**src/rtl/reg_bank_arbiter.sv**
```systemverilog
`default_nettype none
// ============================================================================
//  Module      : reg_bank_arbiter
//  Description : Round-robin arbiter in front of a flip-flop register bank.
//                Each cycle at most one requester gets a single read or
//                write access. Read data is registered and appears in the
//                same cycle as the grant.
//
//  Ports       : clk      - clock, rising edge
//                reset_n  - synchronous active-low reset
//                req      - per-requester access request
//                we       - per-requester write enable (1 = write)
//                addr     - per-requester address, slice i*ADDR_W
//                wdata    - per-requester write data, slice i*DATA_W
//                lock     - per-requester bank hold (used only with
//                           ARB_LOCK_EN)
//                gnt      - registered one-hot grant
//                rvalid   - read data valid pulse
//                rdata    - read data
//                rd_id    - requester owning rdata
//                busy     - |gnt
//
//  Options     : define ARB_LOCK_EN to enable the LOCKED state, in which
//                the locking requester owns the bank until it releases it.
//
//  Revision    : 1.0 - initial release
// ============================================================================
module reg_bank_arbiter #(
    parameter  int NUM_REQ = 4,
    parameter  int DATA_W  = 8,
    parameter  int DEPTH   = 8,
    localparam int ADDR_W  = $clog2(DEPTH),
    localparam int ID_W    = $clog2(NUM_REQ)
) (
    input  logic                       clk,
    input  logic                       reset_n,
    input  logic [NUM_REQ-1:0]         req,
    input  logic [NUM_REQ-1:0]         we,
    input  logic [NUM_REQ*ADDR_W-1:0]  addr,
    input  logic [NUM_REQ*DATA_W-1:0]  wdata,
    input  logic [NUM_REQ-1:0]         lock,
    output logic [NUM_REQ-1:0]         gnt,
    output logic                       rvalid,
    output logic [DATA_W-1:0]          rdata,
    output logic [ID_W-1:0]            rd_id,
    output logic                       busy
);

    localparam logic [ID_W-1:0] LAST_ID = ID_W'(NUM_REQ - 1);

`ifdef ARB_LOCK_EN
    typedef enum logic [1:0] {
        S_IDLE   = 2'd0,
        S_GRANT  = 2'd1,
        S_LOCKED = 2'd2
    } state_t;
`else
    typedef enum logic [1:0] {
        S_IDLE   = 2'd0,
        S_GRANT  = 2'd1
    } state_t;
`endif

    state_t              state;
    state_t              state_nxt;
    logic [ID_W-1:0]     ptr;
    logic [ID_W-1:0]     ptr_nxt;
    logic [NUM_REQ-1:0]  eligible;
    logic                found;
    logic [ID_W-1:0]     win;
    logic [NUM_REQ-1:0]  gnt_nxt;
    logic [ADDR_W-1:0]   win_addr;
    logic [DATA_W-1:0]   win_wdata;

    logic [DATA_W-1:0]   bank [DEPTH];

`ifdef ARB_LOCK_EN
    logic [ID_W-1:0]     lock_id;
    logic [ID_W-1:0]     lock_id_nxt;
`else
    // lock is accepted but has no effect in this build
    logic unused_lock;
    assign unused_lock = &{1'b0, lock};
`endif

    assign busy = |gnt;

    // ------------------------------------------------------------------
    // State register
    // ------------------------------------------------------------------
    always_ff @(posedge clk) begin
        if (!reset_n) begin
            state <= S_IDLE;
        end else begin
            state <= state_nxt;
        end
    end

    // ------------------------------------------------------------------
    // Eligibility, round-robin search and next-state decode
    // ------------------------------------------------------------------
    always_comb begin
        eligible  = req;
        found     = 1'b0;
        win       = '0;
        gnt_nxt   = '0;
        ptr_nxt   = ptr;
        state_nxt = S_IDLE;
`ifdef ARB_LOCK_EN
        lock_id_nxt = lock_id;
`endif

        case (state)
`ifdef ARB_LOCK_EN
            // While the holder keeps requesting, nobody else is eligible.
            // Once it drops req the lock is gone and this very edge is
            // arbitrated normally.
            S_LOCKED: begin
                if (req[lock_id]) begin
                    eligible = NUM_REQ'(1) << lock_id;
                end else begin
                    eligible = req;
                end
            end
`endif
            default: eligible = req;
        endcase

        // Scan ptr, ptr+1, ..., wrapping modulo NUM_REQ; first hit wins.
        for (int i = 0; i < NUM_REQ; i++) begin : scan
            int              idx;
            logic [ID_W-1:0] idx_v;
            idx = int'(ptr) + i;
            if (idx >= NUM_REQ) begin
                idx = idx - NUM_REQ;
            end
            idx_v = ID_W'(idx);
            if (!found && eligible[idx_v]) begin
                found = 1'b1;
                win   = idx_v;
            end
        end

        if (found) begin
            gnt_nxt   = NUM_REQ'(1) << win;
            ptr_nxt   = (win == LAST_ID) ? '0 : win + 1'b1;
            state_nxt = S_GRANT;
`ifdef ARB_LOCK_EN
            if (lock[win]) begin
                state_nxt   = S_LOCKED;
                lock_id_nxt = win;
            end
`endif
        end
    end

    assign win_addr  = addr[win*ADDR_W +: ADDR_W];
    assign win_wdata = wdata[win*DATA_W +: DATA_W];

    // ------------------------------------------------------------------
    // Grant, pointer, read port and storage
    // ------------------------------------------------------------------
    always_ff @(posedge clk) begin
        if (!reset_n) begin
            gnt    <= '0;
            ptr    <= '0;
            rvalid <= 1'b0;
            rdata  <= '0;
            rd_id  <= '0;
            for (int i = 0; i < DEPTH; i++) begin
                bank[i] <= '0;
            end
        end else begin
            gnt    <= gnt_nxt;
            ptr    <= ptr_nxt;
            rvalid <= 1'b0;
            if (found) begin
                if (we[win]) begin
                    bank[win_addr] <= win_wdata;
                end else begin
                    rdata  <= bank[win_addr];
                    rd_id  <= win;
                    rvalid <= 1'b1;
                end
            end
        end
    end

`ifdef ARB_LOCK_EN
    always_ff @(posedge clk) begin
        if (!reset_n) begin
            lock_id <= '0;
        end else begin
            lock_id <= lock_id_nxt;
        end
    end
`endif

endmodule
`default_nettype wire

```
**config.mk**
```make
export PLATFORM = sky130hd
export DESIGN_NAME = reg_bank_arbiter
export DESIGN_NICKNAME = d
export VERILOG_FILES = /design/src/rtl/reg_bank_arbiter.sv
export SDC_FILE = /design/constraint.sdc
export NUM_CORES = 1
export LEC_CHECK = 0
export ABC_AREA = 1
export CAP_MARGIN = 20
export CORE_MARGIN = 4
export CORE_UTILIZATION = 60
export CTS_BUF_LIST = sky130_fd_sc_hd__clkbuf_2
export DETAILED_ROUTE_END_ITERATION = 12
export PLACE_DENSITY = 0.95
export SLEW_MARGIN = 20
export SYNTH_ARGS = -nofsm -noshare
export SYNTH_HDL_FRONTEND = slang
export SYNTH_SLANG_ARGS = --single-unit
```
**constraint.sdc**
```tcl
create_clock -name clk -period 6 [get_ports clk]
set_clock_uncertainty 0.1 [all_clocks]
set_input_delay 0.6 -clock clk [delete_from_list [all_inputs] [get_ports clk]]
set_output_delay 0.6 -clock clk [all_outputs]
set_load 0.01 [all_outputs]
```
==> flow_summary.json, run 1 <==
{
  "run_status": "finished clean",
  "fin_crit_sh": 0.589,
  "dpl-instance-area_um2": 5310,
  "syn-num-nets": 611,
  "synthArstFlopShare": 0,
  "use_met1": 0.300,
  "cp-start-kind": "register",
  "synth_area_leader_cell": "edfxtp_1",
  "seq_area_frac_synth": 0.491,
  "pin_count": 74,
  "drv_slew": 0,
  "finalInstanceArea_um2": 5410,
  "die_x_um": 95.7,
  "met2_usage": 0.455,
  "drv_cap": 0,
  "syn_area_um2": 4610,
  "clock.fmax_ghz": 0.283,
  "drcViolationCount": 0,
  "row_count": 31,
  "synth_seq_cells": 81,
  "hold_violations": 0,
  "fin_tns_setup_ps": 0,
  "n_fill_cell": 532,
  "regArea_um2": 2260,
  "antenna_found_initial": 0,
  "cts_hold_buf": 0,
  "cts_htree_levels": 3,
  "grt-ovfl-total": 0,
  "firstDrtPassIters": 5,
  "post-cts-setup-buffers": 0,
  "arrival_ps": 3630,
  "dr_total_vias": 3908,
  "yosys-top-cells-count": "148 x nand2_1, 91 x nor2_1, 72 x inv_1, 64 x edfxtp_1, 47 x nand3_1",
  "crit_path_max_fanout": 32,
  "grt_max_degree": 36,
  "grt_pass1_wl_mm": 17.6,
  "clock_path_buffers": 2,
  "synthTopCellsByArea": "edfxtp_1 42%, nand2_1 12%, nor2_1 7.4%",
  "area_growth_syn_to_layout_pct": 17.3,
  "dp_hpwl_mm": 8.16,
  "die_h_um": 95.7,
  "synthFlopType": "edfxtp_1",
  "clkLatencyLatePin_ps": 520,
  "post_cts_resized": 0,
  "grt_usage": 0.259,
  "worstMarginPinSlew_ps": 875,
  "core_area_um2": 7370,
  "fp.dieArea_um2": 9150,
  "layout.nets": 674,
  "syn_avg_cell_area_um2": 8.34,
  "drive_gt1_frac": 0.110,
  "gp_congestion": 0.938,
  "cts_tree": "yes",
  "crit_type": "reg -> reg",
  "multi_input_area_um2": 1930,
  "hold_class": "reg -> reg",
  "io_buffers": 69,
  "cts_root_buf": "clkbuf_2",
  "rsz0062_at_grt": "no",
  "drt-total-wl_mm": 11.3,
  "diodes": 0,
  "initial_core_util": 0.626,
  "grt_pass1_vias": 3716,
  "path_clk_slew_ps": 200,
  "worstSetupEndpointType": "register",
  "grt-busiest-layer": "met2",
  "ys_warn_count": 0,
  "numCtsBuffers": 9,
  "yosysTopAreaCellShare": 0.417,
  "wl_per_cell_um": 15.7,
  "cts_num_sinks": 81,
  "via_per_inst": 5.44,
  "critPathRequiredTime_ps": 6100,
  "grt_use_met3": 0.0545,
  "synth.most_common_cell": "nand2_1",
  "first_iter_violations": 392,
  "setup_viol": 0,
  "syn_inst": 553,
  "synth_edf_count": 64,
  "ys_types": 29,
  "relSlewSlack": 0.415,
  "ant_nets": 0,
  "layout_min_cycle_time_ps": 3540
}
[routing by layer]
metal / part of all wire / vias to the layer above
met5: 0 / -
met4: 0.044 / 0
met3: 0.085 / 40
met2: 0.50 / 182
li1: - / 1896
met1: 0.37 / 1790
[cell usage in the layout, fill, tap and decap left out, types with 2 or more instances in the layout]
master | synthesis | final
a21oi_1 | 18 | 18
a32o_1 | 8 | 8
clkbuf_2 | 0 | 9
clkdlybuf4s50_1 | 0 | 69
clkinv_1 | 0 | 2
dfxtp_1 | 17 | 17
edfxtp_1 | 64 | 64
inv_1 | 72 | 72
inv_2 | 3 | 3
inv_4 | 2 | 2
inv_6 | 1 | 2
nand2_1 | 148 | 148
nand2_2 | 11 | 11
nand2_4 | 16 | 16
nand3_1 | 47 | 47
nand3_2 | 12 | 12
nor2_1 | 91 | 91
nor2_4 | 2 | 2
nor2_8 | 6 | 6
o21ai_0 | 2 | 2
o21ai_1 | 9 | 9
[cells by family after synthesis]
| family | synth area share |
|---|---|
| buf+inv | 0.0920 |
| flops | 0.491 |
| compound gates | 0.0502 |
| simple gates | 0.367 |
[critical path, cell delays in order (launching register included)]
cell     delay (ps)
dfxtp_1         600
inv_6            80
nand2_1          90
nand3_1         100
nand2_2         130
inv_2            40
nand2_1          60
nand2_1          50
nand2_2         240
nand2_4         270
inv_2           340
nand2_1         110
nand3_2          90
nand2_2          70
inv_4            90
nand2_4          90
nor2_8          200
nand2_4         130
nand2_1         310
[cell type report]
cell class,count,share of cell area
tap,99,0.0229
multi-input combinational,377,0.356
timing repair buffer,69,0.128
clock buffer,9,0.00833
inverter,78,0.0560
sequential,81,0.418
clock inverter,6,0.0109
[per-stage QoR]
step	utilization	std cells	worst slack, ps	hold slack, ps
final	0.734	719	2460	399
after global routing	0.734	719	2210	452
after CTS	0.734	719	2480	397
after detailed placement	0.720	704	2020	374
after global placement	0.720	704	2140	366
after floorplan	-	553	3370	394
[path summary, 6_finish.rpt]
| check | start | end | slack, ps | cells after the start |
|---|---|---|---|---|
| setup / recovery | ptr[0] | bank[2][4] | 2460 | 18 |
| setup reg to reg | ptr[0] | bank[2][4] | 2460 | 18 |
| hold reg to reg | rd_id[1] | rd_id[1] | 400 | 2 |
| hold / removal | rd_id[1] | rd_id[1] | 400 | 2 |
[registers in the layout (all words and copies together) (netlist names)]
name and cells:
rvalid 1, bank 64, rd_id 2, ptr 2, rdata 8, gnt 4
Power of run 1 is not shown: default switching activity piles up to over one toggle a cycle in this logic, so the estimate is an artifact.
==> run 2, diff against run 1 <==
- CORE_UTILIZATION: 60 -> 50
- PLACE_DENSITY: 0.95 -> 0.88
- clock period: 6 -> 3.1 ns (I/O delays scaled with it)
==> run 2 against run 1 <==
Compared with the run above: sequential share of layout area is 1.6 points lower; non-clock buffer count grew 25; setup slack got worse by 2100 ps; routed wire length increased by 4.2%; cell count grew 4.9%.
==> flow_summary.json, run 2 (synthesis gave the netlist of run 1 again) <==
{
  "run_status": "finished clean",
  "worstPathCellList": "inv_2 -> nand2_1 -> nand2_2 -> nand2_2 -> nand2_2 -> nor2_4 -> nand4_1 -> nand2_4 -> inv_4 -> nand3_2 -> nand2_2 -> inv_4 -> nand2_4 -> nor2_8 -> nand2_4 -> nand2_1",
  "area_growth_syn_to_layout_pct": 22.0,
  "cts_num_sinks": 81,
  "layout_min_cycle_time_ps": 2760,
  "gp_congestion": 0.953,
  "drive_gt1_frac": 0.149,
  "post_cts_resized": 0,
  "cp-start-kind": "register",
  "dp_hpwl_mm": 8.67,
  "initial_core_util": 0.521,
  "core_area_um2": 8850,
  "grt_max_degree": 26,
  "cp_slowest_cell": "dfxtp_1",
  "top_register": "bank",
  "post-cts-setup-buffers": 0,
  "crit_type": "reg -> reg",
  "path_clk_slew_ps": 230,
  "wl_per_cell_um": 15.6,
  "first_iter_violations": 297,
  "clock.fmax_ghz": 0.363,
  "slowest_delay_ps": 510,
  "cts_hold_buf": 0,
  "row_count": 34,
  "hold_violations": 0,
  "diodes": 0,
  "grt-ovfl-total": 0,
  "setup_viol": 0,
  "fp.dieArea_um2": 10800,
  "drv_slew": 0,
  "largest_reg_flops": 64,
  "layout.nets": 699,
  "io_buffers": 69,
  "top_regs": "bank x64, rdata x8, gnt x4",
  "ant_nets": 0,
  "critPathRequiredTime_ps": 3240,
  "fin_crit_sh": 0.890,
  "numCtsBuffers": 9,
  "relSlewSlack": 0.749,
  "worstSetupEndpointType": "register",
  "drv_cap": 0,
  "die_x_um": 104,
  "worstMarginPinSlew_ps": 376,
  "cts_tree": "yes",
  "via_per_inst": 5.32,
  "arrival_ps": 2890,
  "firstDrtPassIters": 5,
  "critPathMostFrequentCell": "nand2_2",
  "cts_root_buf": "clkbuf_2",
  "antenna_found_initial": 0,
  "clkLatencyLatePin_ps": 550,
  "drcViolationCount": 0,
  "drt-total-wl_mm": 11.8,
  "hold_class": "in -> reg",
  "fin_tns_setup_ps": 0,
  "dr_total_vias": 4015,
  "clock_path_buffers": 2,
  "pin_count": 74,
  "grt_pass1_vias": 3901,
  "grt_pass1_wl_mm": 19.1,
  "final_common_cell": "nand2_1",
  "grt_usage": 0.220,
  "cts_htree_levels": 3,
  "crit_path_max_fanout": 9,
  "final_cell_mix": "148 x nand2_1, 91 x nor2_1, 72 x inv_1",
  "die_h_um": 104,
  "rsz0062_at_grt": "no"
}
==> run 2: changes by cell type in the layout (fill, tap and decap cells not counted), sizes merged <==
cell and delta:
buf +25, clkinv -2, inv +2, clkinvlp +1
==> run 2: cell type report <==
| type | count | area [um^2] |
|---|---|---|
| Sequential cell | 81 | 2260 |
| Timing Repair Buffer | 94 | 878 |
| Clock inverter | 7 | 77.6 |
| Inverter | 78 | 303 |
| Clock buffer | 9 | 45.0 |
| Fill cell | 708 | 3220 |
| Multi-Input combinational cell | 377 | 1930 |
| Tap cell | 108 | 135 |
==> run 2: per-stage QoR <==
stage / worst slack, ps / std cells / hold WS, ps / utilization / cell area [um^2]
6_report: 342 / 754 / 348 / 0.636 / 5630
5_1_grt: 153 / 754 / 340 / 0.636 / 5630
4_1_cts: 175 / 754 / 349 / 0.636 / 5630
3_5_place_dp: 27.0 / 738 / 387 / 0.622 / 5500
3_3_place_gp: 103 / 738 / 375 / 0.622 / 5500
2_1_floorplan: 649 / 553 / 394 / - / 4610
==> run 2: path summary, 6_finish.rpt <==
kind                                from    endpoint  slack (ps)  cells after the start
worst min-delay path               we[2]    rd_id[1]         350                      4
worst max register to register    ptr[1]  bank[5][7]         340                     16
worst min register to register  rd_id[1]    rd_id[1]         410                      2
worst max-delay path              ptr[1]  bank[5][7]         340                     16
==> run 2: critical path: cells and delay by family (launching register included) <==
family	cells	cell delay, ps
AND/OR/NAND/NOR	13	1580
buffers and inverters	3	270
flip-flops	1	510
==> run 2: metal layers <==
layer	wire length, um	vias up	track usage
li1	-	1936	-
met1	4630	1877	0.269
met2	5930	173	0.388
met3	918	29	0.0503
met4	293	0	0.0665
met5	0	-	0
Power of run 2 is left out for the same reason.
